File: src/rtl/mii_rx_framer.sv
`timescale 1ns/1ps
// MII receive framer: finds preamble/SFD, packs nibbles into bytes, holds the
// last four bytes back so the FCS is never forwarded, checks CRC-32, and keeps
// wrapping frame-status counters.
//
// state  | meaning
// S_WAIT | after reset, wait for a gap so a frame in flight is ignored
// S_IDLE | between frames, waiting for the first preamble nibble
// S_PRE  | counting 0x5 preamble nibbles, looking for the 0xD SFD nibble
// S_LO   | expecting the low nibble of a frame byte
// S_HI   | expecting the high nibble of a frame byte
// S_DROP | discarding the rest of a rejected/errored frame until RX_DV falls
module mii_rx_framer #(
  parameter int unsigned MIN_PREAMBLE = 2,
  parameter int unsigned MIN_FRAME    = 64
) (
  input  logic       CLOCK,
  input  logic       RESET,
  input  logic       rxValid,
  input  logic       rxDv,
  input  logic       rxEr,
  input  logic [3:0] rxd,
  output logic       newpkt,
  output logic       dataValid,
  output logic [7:0] data,
  output logic       frameEnd,
  output logic       crcOk,
  output logic [7:0] goodFrames,
  output logic [7:0] badCrc,
  output logic [7:0] runts,
  output logic [7:0] errFrames
);

  localparam logic [3:0]  MIN_PRE_C   = 4'(MIN_PREAMBLE);
  localparam logic [10:0] MIN_FRAME_C = 11'(MIN_FRAME);
  localparam logic [31:0] CRC_POLY    = 32'hEDB88320;
  localparam logic [31:0] CRC_RESIDUE = 32'hDEBB20E3;

  typedef enum logic [2:0] {
    S_WAIT, S_IDLE, S_PRE, S_LO, S_HI, S_DROP
  } state_t;

  state_t          state_q, state_d;
  logic [3:0]      pre_cnt_q, pre_cnt_d;
  logic [3:0]      lo_q, lo_d;
  logic [31:0]     crc_q, crc_d;
  logic [10:0]     byte_cnt_q, byte_cnt_d;
  logic [3:0][7:0] dl_q, dl_d;          // index 0 newest, index 3 oldest
  logic [2:0]      dl_cnt_q, dl_cnt_d;
  logic            newpkt_q, newpkt_d;
  logic            data_valid_q, data_valid_d;
  logic [7:0]      data_q, data_d;
  logic            frame_end_q, frame_end_d;
  logic            crc_ok_q, crc_ok_d;
  logic [7:0]      good_frames_q, good_frames_d;
  logic [7:0]      bad_crc_q, bad_crc_d;
  logic [7:0]      runts_q, runts_d;
  logic [7:0]      err_frames_q, err_frames_d;
  logic [7:0]      byte_w;

  // Reflected CRC-32 update over one byte, LSB first.
  function automatic logic [31:0] crc_byte(input logic [31:0] crc_in, input logic [7:0] b);
    logic [31:0] c;
    c = crc_in ^ {24'h0, b};
    for (int i = 0; i < 8; i++) begin
      c = c[0] ? ((c >> 1) ^ CRC_POLY) : (c >> 1);
    end
    return c;
  endfunction

  // Next-state, datapath and pulse generation; only acts on nibble strobes.
  always_comb begin
    state_d       = state_q;
    pre_cnt_d     = pre_cnt_q;
    lo_d          = lo_q;
    crc_d         = crc_q;
    byte_cnt_d    = byte_cnt_q;
    dl_d          = dl_q;
    dl_cnt_d      = dl_cnt_q;
    newpkt_d      = 1'b0;
    data_valid_d  = 1'b0;
    data_d        = data_q;
    frame_end_d   = 1'b0;
    crc_ok_d      = crc_ok_q;
    good_frames_d = good_frames_q;
    bad_crc_d     = bad_crc_q;
    runts_d       = runts_q;
    err_frames_d  = err_frames_q;
    byte_w        = {rxd, lo_q};

    if (rxValid) begin
      case (state_q)
        S_WAIT: begin
          if (!rxDv) state_d = S_IDLE;
        end
        S_IDLE: begin
          if (rxDv) begin
            if (rxd == 4'h5) begin
              state_d   = S_PRE;
              pre_cnt_d = 4'd1;
            end else begin
              state_d = S_DROP;
            end
          end
        end
        S_PRE: begin
          if (!rxDv) begin
            state_d = S_IDLE;
          end else if (rxEr) begin
            state_d = S_DROP;
          end else if (rxd == 4'h5) begin
            if (pre_cnt_q != 4'hF) pre_cnt_d = pre_cnt_q + 4'd1;
          end else if (rxd == 4'hD && pre_cnt_q >= MIN_PRE_C) begin
            state_d    = S_LO;
            newpkt_d   = 1'b1;
            crc_d      = 32'hFFFFFFFF;
            byte_cnt_d = 11'd0;
            dl_d       = '0;
            dl_cnt_d   = 3'd0;
          end else begin
            state_d = S_DROP;
          end
        end
        S_LO: begin
          if (!rxDv) begin
            // Clean end on a byte boundary: exactly one counter moves.
            state_d     = S_IDLE;
            frame_end_d = 1'b1;
            crc_ok_d    = 1'b0;
            if (byte_cnt_q < MIN_FRAME_C) begin
              runts_d = runts_q + 8'd1;
            end else if (crc_q != CRC_RESIDUE) begin
              bad_crc_d = bad_crc_q + 8'd1;
            end else begin
              good_frames_d = good_frames_q + 8'd1;
              crc_ok_d      = 1'b1;
            end
          end else if (rxEr) begin
            state_d      = S_DROP;
            frame_end_d  = 1'b1;
            crc_ok_d     = 1'b0;
            err_frames_d = err_frames_q + 8'd1;
          end else begin
            lo_d    = rxd;
            state_d = S_HI;
          end
        end
        S_HI: begin
          if (!rxDv) begin
            // Frame stopped on a half byte.
            state_d      = S_IDLE;
            frame_end_d  = 1'b1;
            crc_ok_d     = 1'b0;
            err_frames_d = err_frames_q + 8'd1;
          end else if (rxEr) begin
            state_d      = S_DROP;
            frame_end_d  = 1'b1;
            crc_ok_d     = 1'b0;
            err_frames_d = err_frames_q + 8'd1;
          end else begin
            state_d = S_LO;
            crc_d   = crc_byte(crc_q, byte_w);
            if (byte_cnt_q != 11'h7FF) byte_cnt_d = byte_cnt_q + 11'd1;
            // Once four bytes are held, each new byte releases the oldest.
            if (dl_cnt_q == 3'd4) begin
              data_valid_d = 1'b1;
              data_d       = dl_q[3];
            end else begin
              dl_cnt_d = dl_cnt_q + 3'd1;
            end
            dl_d = {dl_q[2:0], byte_w};
          end
        end
        S_DROP: begin
          if (!rxDv) state_d = S_IDLE;
        end
        default: state_d = S_WAIT;
      endcase
    end
  end

  // State and output registers with synchronous reset.
  always_ff @(posedge CLOCK) begin
    if (RESET) begin
      state_q       <= S_WAIT;
      pre_cnt_q     <= 4'd0;
      lo_q          <= 4'd0;
      crc_q         <= 32'hFFFFFFFF;
      byte_cnt_q    <= 11'd0;
      dl_q          <= '0;
      dl_cnt_q      <= 3'd0;
      newpkt_q      <= 1'b0;
      data_valid_q  <= 1'b0;
      data_q        <= 8'd0;
      frame_end_q   <= 1'b0;
      crc_ok_q      <= 1'b0;
      good_frames_q <= 8'd0;
      bad_crc_q     <= 8'd0;
      runts_q       <= 8'd0;
      err_frames_q  <= 8'd0;
    end else begin
      state_q       <= state_d;
      pre_cnt_q     <= pre_cnt_d;
      lo_q          <= lo_d;
      crc_q         <= crc_d;
      byte_cnt_q    <= byte_cnt_d;
      dl_q          <= dl_d;
      dl_cnt_q      <= dl_cnt_d;
      newpkt_q      <= newpkt_d;
      data_valid_q  <= data_valid_d;
      data_q        <= data_d;
      frame_end_q   <= frame_end_d;
      crc_ok_q      <= crc_ok_d;
      good_frames_q <= good_frames_d;
      bad_crc_q     <= bad_crc_d;
      runts_q       <= runts_d;
      err_frames_q  <= err_frames_d;
    end
  end

  assign newpkt     = newpkt_q;
  assign dataValid  = data_valid_q;
  assign data       = data_q;
  assign frameEnd   = frame_end_q;
  assign crcOk      = crc_ok_q;
  assign goodFrames = good_frames_q;
  assign badCrc     = bad_crc_q;
  assign runts      = runts_q;
  assign errFrames  = err_frames_q;

endmodule

File: config.mk
export PLATFORM = sky130hd
export DESIGN_NAME = mii_rx_framer
export DESIGN_NICKNAME = d
export VERILOG_FILES = /design/src/rtl/mii_rx_framer.sv
export SDC_FILE = /design/constraint.sdc
export NUM_CORES = 1
export LEC_CHECK = 0
export ABC_AREA = 1
export BUFFER_PORTS_ARGS = -buffer_cell sky130_fd_sc_hd__buf_2
export CAP_MARGIN = 20
export CORE_MARGIN = 1
export CORE_UTILIZATION = 60
export CTS_BUF_LIST = sky130_fd_sc_hd__clkbuf_16
export CTS_CLUSTER_SIZE = 20
export DETAILED_ROUTE_END_ITERATION = 8
export PLACE_DENSITY = 0.81
export SLEW_MARGIN = 20
export SYNTH_ARGS = -nofsm -noshare
export SYNTH_HDL_FRONTEND = slang
export SYNTH_SLANG_ARGS = --single-unit
File: constraint.sdc
create_clock -name CLOCK -period 2.07 [get_ports CLOCK]
set_clock_uncertainty 0.15 [all_clocks]
set_input_delay 0.207 -clock CLOCK [delete_from_list [all_inputs] [get_ports CLOCK]]
set_output_delay 0.207 -clock CLOCK [all_outputs]
set_load 0.03 [all_outputs]
# --- Word-level counts from Yosys, hierarchy flattened ---
# Index checks and enable logic that the tools add are counted.
totals:
  output_inout_bits: 44
  regBits: 133
  elab_cells: 164
classes:
  n_eq_ne: 26
  n_lt_le_gt_ge: 2
  addsub: 7
  n_reduce_logical: 22
  muxes: 71
  bitwise_logic: 17
ops:
  columns: ["cell", "count"]
  rows:
  - ["32-bit 2-to-1 mux", 20]
  - ["32-bit case mux with 2 select lines", 2]
  - ["13-bit NOT with 14-bit output", 8]
  - ["11-bit 2-to-1 mux", 7]
  - ["3-bit 2-to-1 mux", 17]
  - ["8-bit by 1-bit adder with 8-bit output, second input constant", 4]
  - ["32-bit inequality test, second input constant", 1]
  - ["32-bit by 8-bit bitwise XOR with 32-bit output", 1]
  - ["2-bit inequality test, second input constant", 14]
  - ["4-bit 2-to-1 mux", 6]
  - ["8-bit 2-to-1 mux", 3]
  - ["11-bit case mux with 2 select lines", 1]
  - ["9-bit AND reduction", 2]
  - ["8-bit case mux with 2 select lines", 1]
  - ["8-bit AND reduction", 2]
  - ["3-bit case mux with 5 select lines", 1]
  - ["5-bit AND reduction", 3]
  - ["4-bit AND reduction", 3]
  - ["11-bit by 1-bit adder with 11-bit output, second input constant", 1]
  - ["11-bit by 7-bit less-than comparator with 1-bit output, second input constant", 1]
  - ["11-bit inequality test, second input constant", 1]
  - ["1-bit 2-to-1 mux", 10]
  - ["3-bit == test, second input constant", 3]
  - ["4-bit inequality test, second input constant", 2]
  - ["20 further kinds", 31]

# --- Logic depth before layout (Yosys ltp) ---
# Gate-level depths: netlist of the first run.
depth:
  depth_word: 20
  ltp_mapped: 14
  depth_no_buf: 13

# --- Least setup slack after synthesis of the first run ---
# No wires, ideal clock.
synth_path:
  path_kind: "register to register"
  from: "register pre_cnt_q[0]"
  to: "register crc_q[2]"
  path_slack_ps: 235
  arrival_ps: 1547
  path_buffers: 2
  synth_period_minus_slack_ps: 1835
  path_stages_with_launch: 13
  path_cell_list: "dfxtp_1 > inv_1 > ha_1 > nor2_1 > nand3_1 > nand3b_1 > nand2_1 > nand3_4 > inv_2 > buf_4 > buf_2 > o21ai_0 > o211ai_1"
synth_via:
  elab_chain_cells: 4
synth_rtl:
  columns: ["item", "line", "text"]
  rows:
  - ["start, declared", "44", "logic [3:0] pre_cnt_q, pre_cnt_d;"]
  - ["start signal, assigned", "203", "pre_cnt_q <= pre_cnt_d;"]
  - ["4-bit by 2-bit >= comparator with 1-bit output", "113", "end else if (rxd == 4'hD && pre_cnt_q >= MIN_PRE_C) begin"]
  - ["1-bit logical AND", "113", null]
  - ["2-bit inequality test (no line)", null, null]
  - ["8-bit AND reduction (no line)", null, null]
  - ["end signal, assigned", "205", "crc_q <= crc_d;"]
  - ["end, declared", "46", "logic [31:0] crc_q, crc_d;"]
# No other way between the ends.
# A chain may end at the register's enable or synchronous reset.

# --- Worst setup path in the final report of the first run ---
layout_path:
  from: "register state_q[0]"
  to: "register bad_crc_q[1] (netlist: badCrc[1])"
layout_via:
  elab_chain_cells: 2
layout_rtl:
  columns: ["item", "line", "text"]
  rows:
  - ["start, declared", "43", "state_t state_q, state_d;"]
  - ["start signal, assigned", "202", "state_q <= state_d;"]
  - ["3-bit by 2-bit == test with 1-bit output", "92", "case (state_q)"]
  - ["5-bit AND reduction (no line)", null, null]
  - ["end signal, assigned", "215", "bad_crc_q <= bad_crc_d;"]
  - ["end, declared", "56", "logic [7:0] bad_crc_q, bad_crc_d;"]
# No other way between the ends.

==> results of run 1 <==
[area by class of cell]
cell class,count,area share
clock buffers,17,0.0514
clock inverters,14,0.0136
inverters,88,0.0410
multi-input cells,792,0.469
flip-flops and latches,133,0.322
well taps,143,0.0216
repair buffers,97,0.0817
[state kept, by name, summed over array words and instances (netlist names)]
| signal | flops |
|---|---|
| crc_q | 32 |
| dl_q | 32 |
| byte_cnt_q | 11 |
| badCrc | 8 |
| data | 8 |
| errFrames | 8 |
| goodFrames | 8 |
| runts | 8 |
| lo_q | 4 |
| pre_cnt_q | 4 |
| dl_cnt_q | 3 |
| state_q | 3 |
| crcOk | 1 |
| dataValid | 1 |
| frameEnd | 1 |
| newpkt | 1 |
[per-layer routing]
layer | track usage | up-vias
li1 | - | 3593
met1 | 0.407 | 3184
met2 | 0.478 | 246
met3 | 0.0653 | 38
met4 | 0.117 | 0
met5 | 0 | -
[worst paths after layout]
kind	cells past startpoint	startpoint	to	slack (ps)
setup / recovery	9	state_q[0]	badCrc[1]	140
hold / removal	3	rxd[3]	dl_q[7]	30
setup reg to reg	9	state_q[0]	badCrc[1]	140
hold reg to reg	2	dl_q[6]	dl_q[6]	320
[power by group]
| part | internal, mW | switching, mW |
|---|---|---|
| registers | 2.57 | 0.0112 |
| clock network | 1.63 | 1.14 |
| logic | 0.103 | 0.230 |
[worst max-delay path: cells and delay by family, from the launching register on]
family	cells	cell delay, ps
buffers and inverters	3	480
AO/OA/AOI/OAI	2	260
flip-flops	1	420
AND/OR/NAND/NOR	4	510
[stage by stage]
step | cell area (um2) | setup slack (ps)
floorplan | 7000 | 235
global placement | 7620 | 168
detailed placement | 7620 | 127
CTS | 8190 | 86.3
global route | 8270 | -34.3
finish | 8270 | 138
[kinds of logic (layout without fill, tap and decap cells)]
logic type / count (synthesis) / after routing / synth area share
XOR/XNOR: 50 / 50 / 0.0637
flip-flops: 133 / 133 / 0.381
AND/OR/NAND/NOR: 543 / 543 / 0.328
adder cells (fa/ha/maj): 9 / 9 / 0.0161
AO/OA/AOI/OAI: 190 / 190 / 0.140
buffers and inverters: 128 / 216 / 0.0717
[placed cells by master (no fill, tap or decap), types with 4 or more instances in the layout]
cell type,count
a21oi_1,113
buf_12,4
buf_2,51
buf_4,38
clkbuf_16,18
clkinv_2,5
dfxtp_1,133
ha_1,9
inv_1,82
nand2_1,291
nand2_2,8
nand3_1,91
nand4_1,23
nor2_1,97
nor2_2,5
nor2_4,4
nor3_1,17
o211ai_1,8
o21ai_0,61
xnor2_1,9
xor2_1,40
[timing repair]
item                                    4_1_cts  5_1_grt
hold endpoints to repair                      6        0
endpoints found under the setup margin        0       59
resized for setup                             0       19
hold buffers                                  3        0
==> flow_metrics.py, run 1 <==
metrics = {
    "status": {
        "status": "complete, no violations",
    },
    "logic_synthesis": {
        "synth_edf_count": 0,
        "ys_ff_latch": 133,
        "syn_area_mm2": 0.00700,
        "ys_async_sr_fraction": 0,
        "syn-num-nets": 1071,
        "yosys.area.top_type": "dfxtp_1",
        "yosysSeqAreaShare": 0.381,
        "synth_top_cell_area_share": 0.381,
        "avgSynthCellArea_um2": 6.64,
        "synth_cell_type_count": 31,
        "synth_ff_type": "dfxtp_1",
        "synth_cells": 1053,
        "netlist_top_cells_area": "dfxtp_1, nand2_1, a21oi_1",
        "yosys_warnings": 0,
        "yosysMostFrequentCell": "nand2_1",
        "synth.top_cells.by_count": "nand2_1, dfxtp_1, a21oi_1",
    },
    "worst_hold_path": {
        "hold_class": "in2reg",
    },
    "detailed_routing": {
        "topRoutingLayerUsed": "met4",
        "viasPerCell": 5.50,
        "wl_met3_mm": 1.28,
        "routedWlPerCell_um": 14.0,
        "wl_met2_mm": 8.13,
        "vias": 7061,
        "finalWirelength_mm": 18.0,
        "ant_nets": 0,
        "drt-met1-wl_mm": 8.18,
        "first_pass_iters": 5,
        "drt_iter0_markers": 474,
        "drc": 0,
    },
    "timing": {
        "setup_tns_ps": 0,
        "fmax_ghz": 0.517,
        "fin_crit_sh": 0.934,
        "grt_setup_unrepaired": "yes",
        "fin_crit_ps": 1930,
        "slew_headroom": 0.707,
        "final_max_slew_viol_count": 0,
        "whs_ps": 25.2,
        "setup_viol": 0,
        "worst-slew-pin-transition_ps": 440,
        "hold_viol": 0,
    },
    "grt": {
        "grt_pass1_vias": 6135,
        "grt_max_degree": 63,
        "overflow": 0,
        "antenna_found_initial": 0,
        "grt_usage": 0.304,
        "grt_pass1_wl_mm": 28.5,
    },
    "die": {
        "pin_count": 53,
        "die_w_um": 110,
        "core-area_mm2": 0.0114,
        "core.rowCount": 39,
        "chipHeight_um": 110,
        "dieArea_mm2": 0.0121,
        "start_util": 0.615,
    },
    "final_layout": {
        "diodes": 0,
        "register_area_mm2": 0.00266,
        "syn_to_final_growth_pct": 18.2,
        "fill_cells": 926,
        "final_util": 0.727,
        "fin_nets": 1147,
        "stdcell_count": 1284,
        "drive_above_1_share": 0.132,
        "multi_input_area_mm2": 0.00387,
    },
    "worst_setup_path": {
        "crit_required_ps": 2240,
        "path_class": "reg2reg",
        "max_stage_delay_ps": 420,
        "worstPathArrival_ps": 2100,
        "crit_fanout": 9,
        "worst_setup_path_start_kind": "register",
        "endpoint_kind": "register",
        "cp_slowest_cell": "dfxtp_1",
        "path_cells": "inv_1, nor2_2, buf_4, nand2_2, nor2_2, o21ai_2, buf_4, o21ai_0, nor2_1",
    },
    "clock_network": {
        "cts_buffer_depth": 2,
        "cts_max_level": 4,
        "path_clk_slew_ps": 60,
        "clk-insertion-delay-late_ps": 420,
        "clk_root_buffer_cell": "clkbuf_16",
        "cts_sinks": 133,
        "postCtsSetupBuffers": 0,
        "numCtsBuffers": 17,
        "cts_tree": "yes",
    },
    "placed_design": {
        "dp_hpwl_mm": 12.1,
        "dp_cells": 1249,
        "port_buffers": 52,
        "globalplace.congestion": 0.947,
    },
    "pwr": {
        "power.density_mw_per_mm2": 687,
        "p_leak_nw": 3.54,
        "total_power_mw": 5.68,
        "irDropWorstVdd_v": 0.000773,
    },
    "run": {
        "drv_cap": 0,
    },
}
No activity file was read; power rests on OpenSTA's default activity.
==> run 2: changes to the inputs <==
--- a/config.mk
+++ b/config.mk
@@ -8,13 +8,14 @@
 export ABC_AREA = 1
 export BUFFER_PORTS_ARGS = -buffer_cell sky130_fd_sc_hd__buf_2
 export CAP_MARGIN = 20
+export CORE_ASPECT_RATIO = 2
 export CORE_MARGIN = 1
 export CORE_UTILIZATION = 60
 export CTS_BUF_LIST = sky130_fd_sc_hd__clkbuf_16
 export CTS_CLUSTER_SIZE = 20
 export DETAILED_ROUTE_END_ITERATION = 8
 export PLACE_DENSITY = 0.81
-export SLEW_MARGIN = 20
+export SLEW_MARGIN = 30
 export SYNTH_ARGS = -nofsm -noshare
 export SYNTH_HDL_FRONTEND = slang
 export SYNTH_SLANG_ARGS = --single-unit
==> flow_metrics.py, run 2 (synthesis results as in run 1) <==
metrics = {
    "status": {
        "status": "complete, no violations",
    },
    "final_layout": {
        "final_common_cell": "nand2_1",
        "final_util": 0.739,
        "fin_nets": 1160,
        "syn_to_final_growth_pct": 20.0,
        "drive_above_1_share": 0.142,
        "final_cell_mix": "nand2_1, dfxtp_1, a21oi_1, nor2_1, nand3_1",
        "biggestRegsByFlops": "crc_q (32), dl_q (32), byte_cnt_q (11)",
        "diodes": 0,
    },
    "worst_setup_path": {
        "crit_required_ps": 2240,
        "worst_r2r_startpoint": "crc_q[13]",
        "endpoint_kind": "register",
        "reg2reg_depth": 9,
        "rr_endpoint": "badCrc[3]",
        "path_cells": "inv_1, nor2_1, nand2_1, nor2_1, nand3_1, o21ai_4, inv_2, nand2_1, a21oi_1",
        "crit_buf_inv": 2,
        "worst_setup_path_start_kind": "register",
        "worst-path-stages": 9,
        "critPathTopFamily": "simple AND/OR/NAND/NOR gates",
        "cp_slowest_cell": "dfxtp_1",
        "max_stage_delay_ps": 360,
        "worstPathArrival_ps": 2100,
        "path_class": "reg2reg",
        "crit_fanout": 10,
        "r2r_slack_ps": 130,
    },
    "die": {
        "chipHeight_um": 155,
        "start_util": 0.616,
        "core-area_mm2": 0.0114,
        "pin_count": 53,
        "die_w_um": 78.4,
        "core.rowCount": 55,
        "dieArea_mm2": 0.0121,
    },
    "timing": {
        "slew_headroom": 0.688,
        "grt_setup_unrepaired": "yes",
        "fin_crit_ps": 1940,
        "final_max_slew_viol_count": 0,
        "setup_viol": 0,
        "fin_crit_sh": 0.936,
        "worst-slew-pin-transition_ps": 465,
        "hold_viol": 0,
        "fmax_ghz": 0.516,
    },
    "clock_network": {
        "path_clk_slew_ps": 70,
        "cts_tree": "yes",
        "cts_sinks": 133,
        "numCtsBuffers": 17,
        "postCtsSetupBuffers": 0,
        "clk_root_buffer_cell": "clkbuf_16",
        "cts_buffer_depth": 2,
        "clk-insertion-delay-late_ps": 430,
        "cts_max_level": 4,
    },
    "pwr": {
        "intPower_mw": 4.39,
        "switching_share": 0.260,
        "p_leak_nw": 3.61,
        "p_clk_frac": 0.506,
        "power.density_mw_per_mm2": 706,
        "pwr-share-seq": 0.435,
        "combPwrFrac": 0.058,
        "total_power_mw": 5.92,
        "p_sw_mw": 1.54,
        "irDropWorstVdd_v": 0.000592,
    },
    "detailed_routing": {
        "drt_iter0_markers": 467,
        "finalWirelength_mm": 19.9,
        "routedWlPerCell_um": 15.4,
        "drc": 0,
        "ant_nets": 0,
        "vias": 7376,
        "first_pass_iters": 5,
        "viasPerCell": 5.69,
    },
    "placed_design": {
        "dp_hpwl_mm": 14.2,
        "globalplace.congestion": 1.01,
        "port_buffers": 52,
    },
    "grt": {
        "grt_usage": 0.347,
        "overflow": 0,
        "antenna_found_initial": 0,
        "grt_pass1_vias": 7229,
        "grt_pass1_wl_mm": 32.7,
        "grt_max_degree": 90,
    },
    "worst_hold_path": {
        "min_to": "newpkt",
        "hp-start": "rxValid",
        "min_path_cells": 3,
        "hold_class": "in2reg",
    },
    "run": {
        "drv_cap": 0,
    },
}
-- run 2: how the worst max path moves through the flow --
stage / start / end / slack (ps)
after floorplan: pre_cnt_q[0] / crc_q[2] / 230
after global placement: rxd[1] / crc_q[25] / 90
after detailed placement: rxd[1] / crc_q[25] / 60
after CTS: state_q[1] / runts[4] / 50
after global routing: state_q[2] / runts[6] / -3
final: crc_q[13] / badCrc[3] / 130
-- run 2: power groups by stage --
stage          logic (mW)  clock network [mW]  registers [mW]
2_1_floorplan       0.208                   0            2.63
3_5_place_dp        0.324                   0            2.64
4_1_cts             0.335                3.02            2.58
3_3_place_gp        0.321                   0            2.63
6_report            0.346                3.00            2.58
5_1_grt             0.380                3.13            2.58
-- run 2: tightest hold or removal path, stage by stage --
cell and delay [ps]:
buf_2 120, inv_1 160, nor3_1 80
-- run 2: metrics by stage --
stage          setup WS, ps  instance area, um2  hold WS (ps)  setup TNS (ps)  instances
3_5_place_dp           63.0                7700           304               0       1260
2_1_floorplan           235                7000           217               0       1053
5_1_grt               -2.87                8400          64.8           -2.87       1297
3_3_place_gp           92.8                7700           302               0       1260
6_report                133                8400          45.7               0       1297
4_1_cts                45.2                8340          40.7               0       1297
-- run 2: layout make-up --
type                       count  area (um2)
clock buffer                  17         425
clock inverter                15         166
timing repair buffer         110         756
tap                          142         178
inverter                      88         339
multi-input combinational    792        3870
sequential                   133        2670
fill                         981        2960
-- run 2: layer usage --
layer / global-route usage / routed length (um) / vias up
met5: 0 / 0 / -
li1: - / - / 3629
met1: 0.315 / 6680 / 3352
met2: 0.659 / 10900 / 275
met3: 0.0537 / 870 / 120
met4: 0.276 / 1540 / 0
-- run 2: what timing repair did --
| item | in CTS | in global routing |
|---|---|---|
| gates resized for setup | 0 | 19 |
| endpoints found under the hold margin | 13 | 0 |
| hold buffers | 5 | 0 |
| endpoints found under the setup margin | 0 | 69 |
==> run 3: changes to the inputs <==
--- a/config.mk
+++ b/config.mk
@@ -15,6 +15,7 @@
 export CTS_CLUSTER_SIZE = 20
 export DETAILED_ROUTE_END_ITERATION = 8
 export PLACE_DENSITY = 0.81
+export RECOVER_POWER = 100
 export SLEW_MARGIN = 30
 export SYNTH_ARGS = -nofsm -noshare
 export SYNTH_HDL_FRONTEND = slang
==> flow_metrics.py, run 3 (synthesis results as in run 1) <==
metrics = {
    "status": {
        "status": "complete, no violations",
    },
    "pwr": {
        "pwr-share-seq": 0.436,
        "switching_share": 0.259,
        "combPwrFrac": 0.058,
        "total_power_mw": 5.92,
        "power.density_mw_per_mm2": 709,
        "irDropWorstVdd_v": 0.000593,
        "p_leak_nw": 3.42,
        "p_sw_mw": 1.53,
        "intPower_mw": 4.38,
        "p_clk_frac": 0.506,
    },
    "final_layout": {
        "finish.instance_area_mm2": 0.00834,
        "syn_to_final_growth_pct": 19.2,
        "fill_cells": 1019,
        "drive_above_1_share": 0.104,
        "multi_input_area_mm2": 0.00387,
        "biggestRegsByFlops": "crc_q (32), dl_q (32), byte_cnt_q (11)",
        "final_cell_mix": "nand2_1, dfxtp_1, a21oi_1, nor2_1, nand3_1",
        "final_common_cell": "nand2_1",
        "register_area_mm2": 0.00267,
        "diodes": 0,
        "fin_nets": 1160,
    },
    "worst_setup_path": {
        "max_stage_delay_ps": 360,
        "path_cells": "inv_1, nor2_1, nand2_1, nor2_1, nand3_1, o21ai_4, inv_2, nand2_1, a21oi_1",
        "crit_fanout": 10,
        "crit_required_ps": 2240,
        "cp_slowest_cell": "dfxtp_1",
        "path_class": "reg2reg",
        "reg2reg_depth": 9,
        "endpoint_kind": "register",
        "worstPathArrival_ps": 2100,
        "worst_setup_path_start_kind": "register",
    },
    "detailed_routing": {
        "finalWirelength_mm": 20.0,
        "topRoutingLayerUsed": "met4",
        "vias": 7382,
        "drt-met1-wl_mm": 6.63,
        "first_pass_iters": 5,
        "wl_met2_mm": 10.8,
        "routedWlPerCell_um": 15.4,
        "ant_nets": 0,
        "viasPerCell": 5.69,
        "drc": 0,
        "drt_iter0_markers": 454,
        "wl_met3_um": 948,
    },
    "die": {
        "pin_count": 53,
        "die_w_um": 78.4,
        "dieArea_mm2": 0.0121,
        "chipHeight_um": 155,
        "core.rowCount": 55,
        "core-area_mm2": 0.0114,
        "start_util": 0.616,
    },
    "placed_design": {
        "dp_slack_ps": 63.0,
        "port_buffers": 52,
        "dpl_cell_area_mm2": 0.00770,
        "dp_hpwl_mm": 14.2,
        "globalplace.congestion": 1.01,
    },
    "timing": {
        "whs_ps": 45.0,
        "setup_tns_ps": 0,
        "fin_crit_sh": 0.936,
        "slew_headroom": 0.686,
        "hold_viol": 0,
        "grt_setup_unrepaired": "yes",
        "final_max_slew_viol_count": 0,
        "fin_crit_ps": 1940,
        "setup_viol": 0,
        "fmax_ghz": 0.516,
        "final.setup.worst_slack_ps": 133,
        "worst-slew-pin-transition_ps": 469,
    },
    "grt": {
        "grt_pass1_vias": 7229,
        "grt_pass1_wl_mm": 32.7,
        "overflow": 0,
        "antenna_found_initial": 0,
        "grt_usage": 0.347,
        "grt_max_degree": 90,
    },
    "clock_network": {
        "cts_tree": "yes",
        "cts_buffer_depth": 2,
        "numCtsBuffers": 17,
        "path_clk_slew_ps": 70,
        "clk_root_buffer_cell": "clkbuf_16",
        "cts_max_level": 4,
        "clk-insertion-delay-late_ps": 430,
        "cts_sinks": 133,
    },
    "run": {
        "drv_cap": 0,
    },
    "worst_hold_path": {
        "min_path_cells": 3,
        "hold_class": "in2reg",
    },
}
-- run 3: worst max-delay path, delay by kind of cell, from the launching register on --
kind / cells / cell delay, ps
buf+inv: 2 / 210
compound gates: 2 / 420
simple gates: 5 / 680
flops: 1 / 360
-- run 3: timing repair --
action / 4_1_cts / 5_1_grt
gates resized for setup: 0 / 19
setup buffers: 0 / 0
endpoints found under the setup margin: 0 / 69
hold buffers: 5 / 0
hold endpoints to repair: 13 / 0
-- run 3: worst paths after layout --
kind,start,end,slack (ps)
max,crc_q[13],badCrc[3],130
min reg2reg,dl_q[14],dl_q[14],320
max reg2reg,crc_q[13],badCrc[3],130
min,rxValid,newpkt,50
-- run 3: power groups by stage --
| stage | registers (mW) | logic, mW | clock network, mW |
|---|---|---|---|
| 5_1_grt | 2.58 | 0.379 | 3.13 |
| 2_1_floorplan | 2.63 | 0.208 | 0 |
| 4_1_cts | 2.58 | 0.335 | 3.02 |
| 3_5_place_dp | 2.64 | 0.324 | 0 |
| 3_3_place_gp | 2.63 | 0.321 | 0 |
| 6_report | 2.58 | 0.345 | 2.99 |
-- run 3: per-layer routing --
metal  track usage  vias up
met2         0.659      277
met4         0.276        0
li1              -     3628
met3        0.0537      120
met1         0.315     3357
met5             0        -
-- run 3: cell type report --
class,count,area share
multi-input cells,792,0.464
flip-flops and latches,133,0.320
repair buffers,110,0.0840
clock buffers,17,0.0510
inverters,88,0.0407
well taps,142,0.0213
clock inverters,15,0.0200
-- run 3: metrics by stage --
step	std cells	util
floorplan	1053	-
global placement	1260	0.678
detailed placement	1260	0.678
CTS	1297	0.735
global route	1297	0.735
finish	1297	0.735
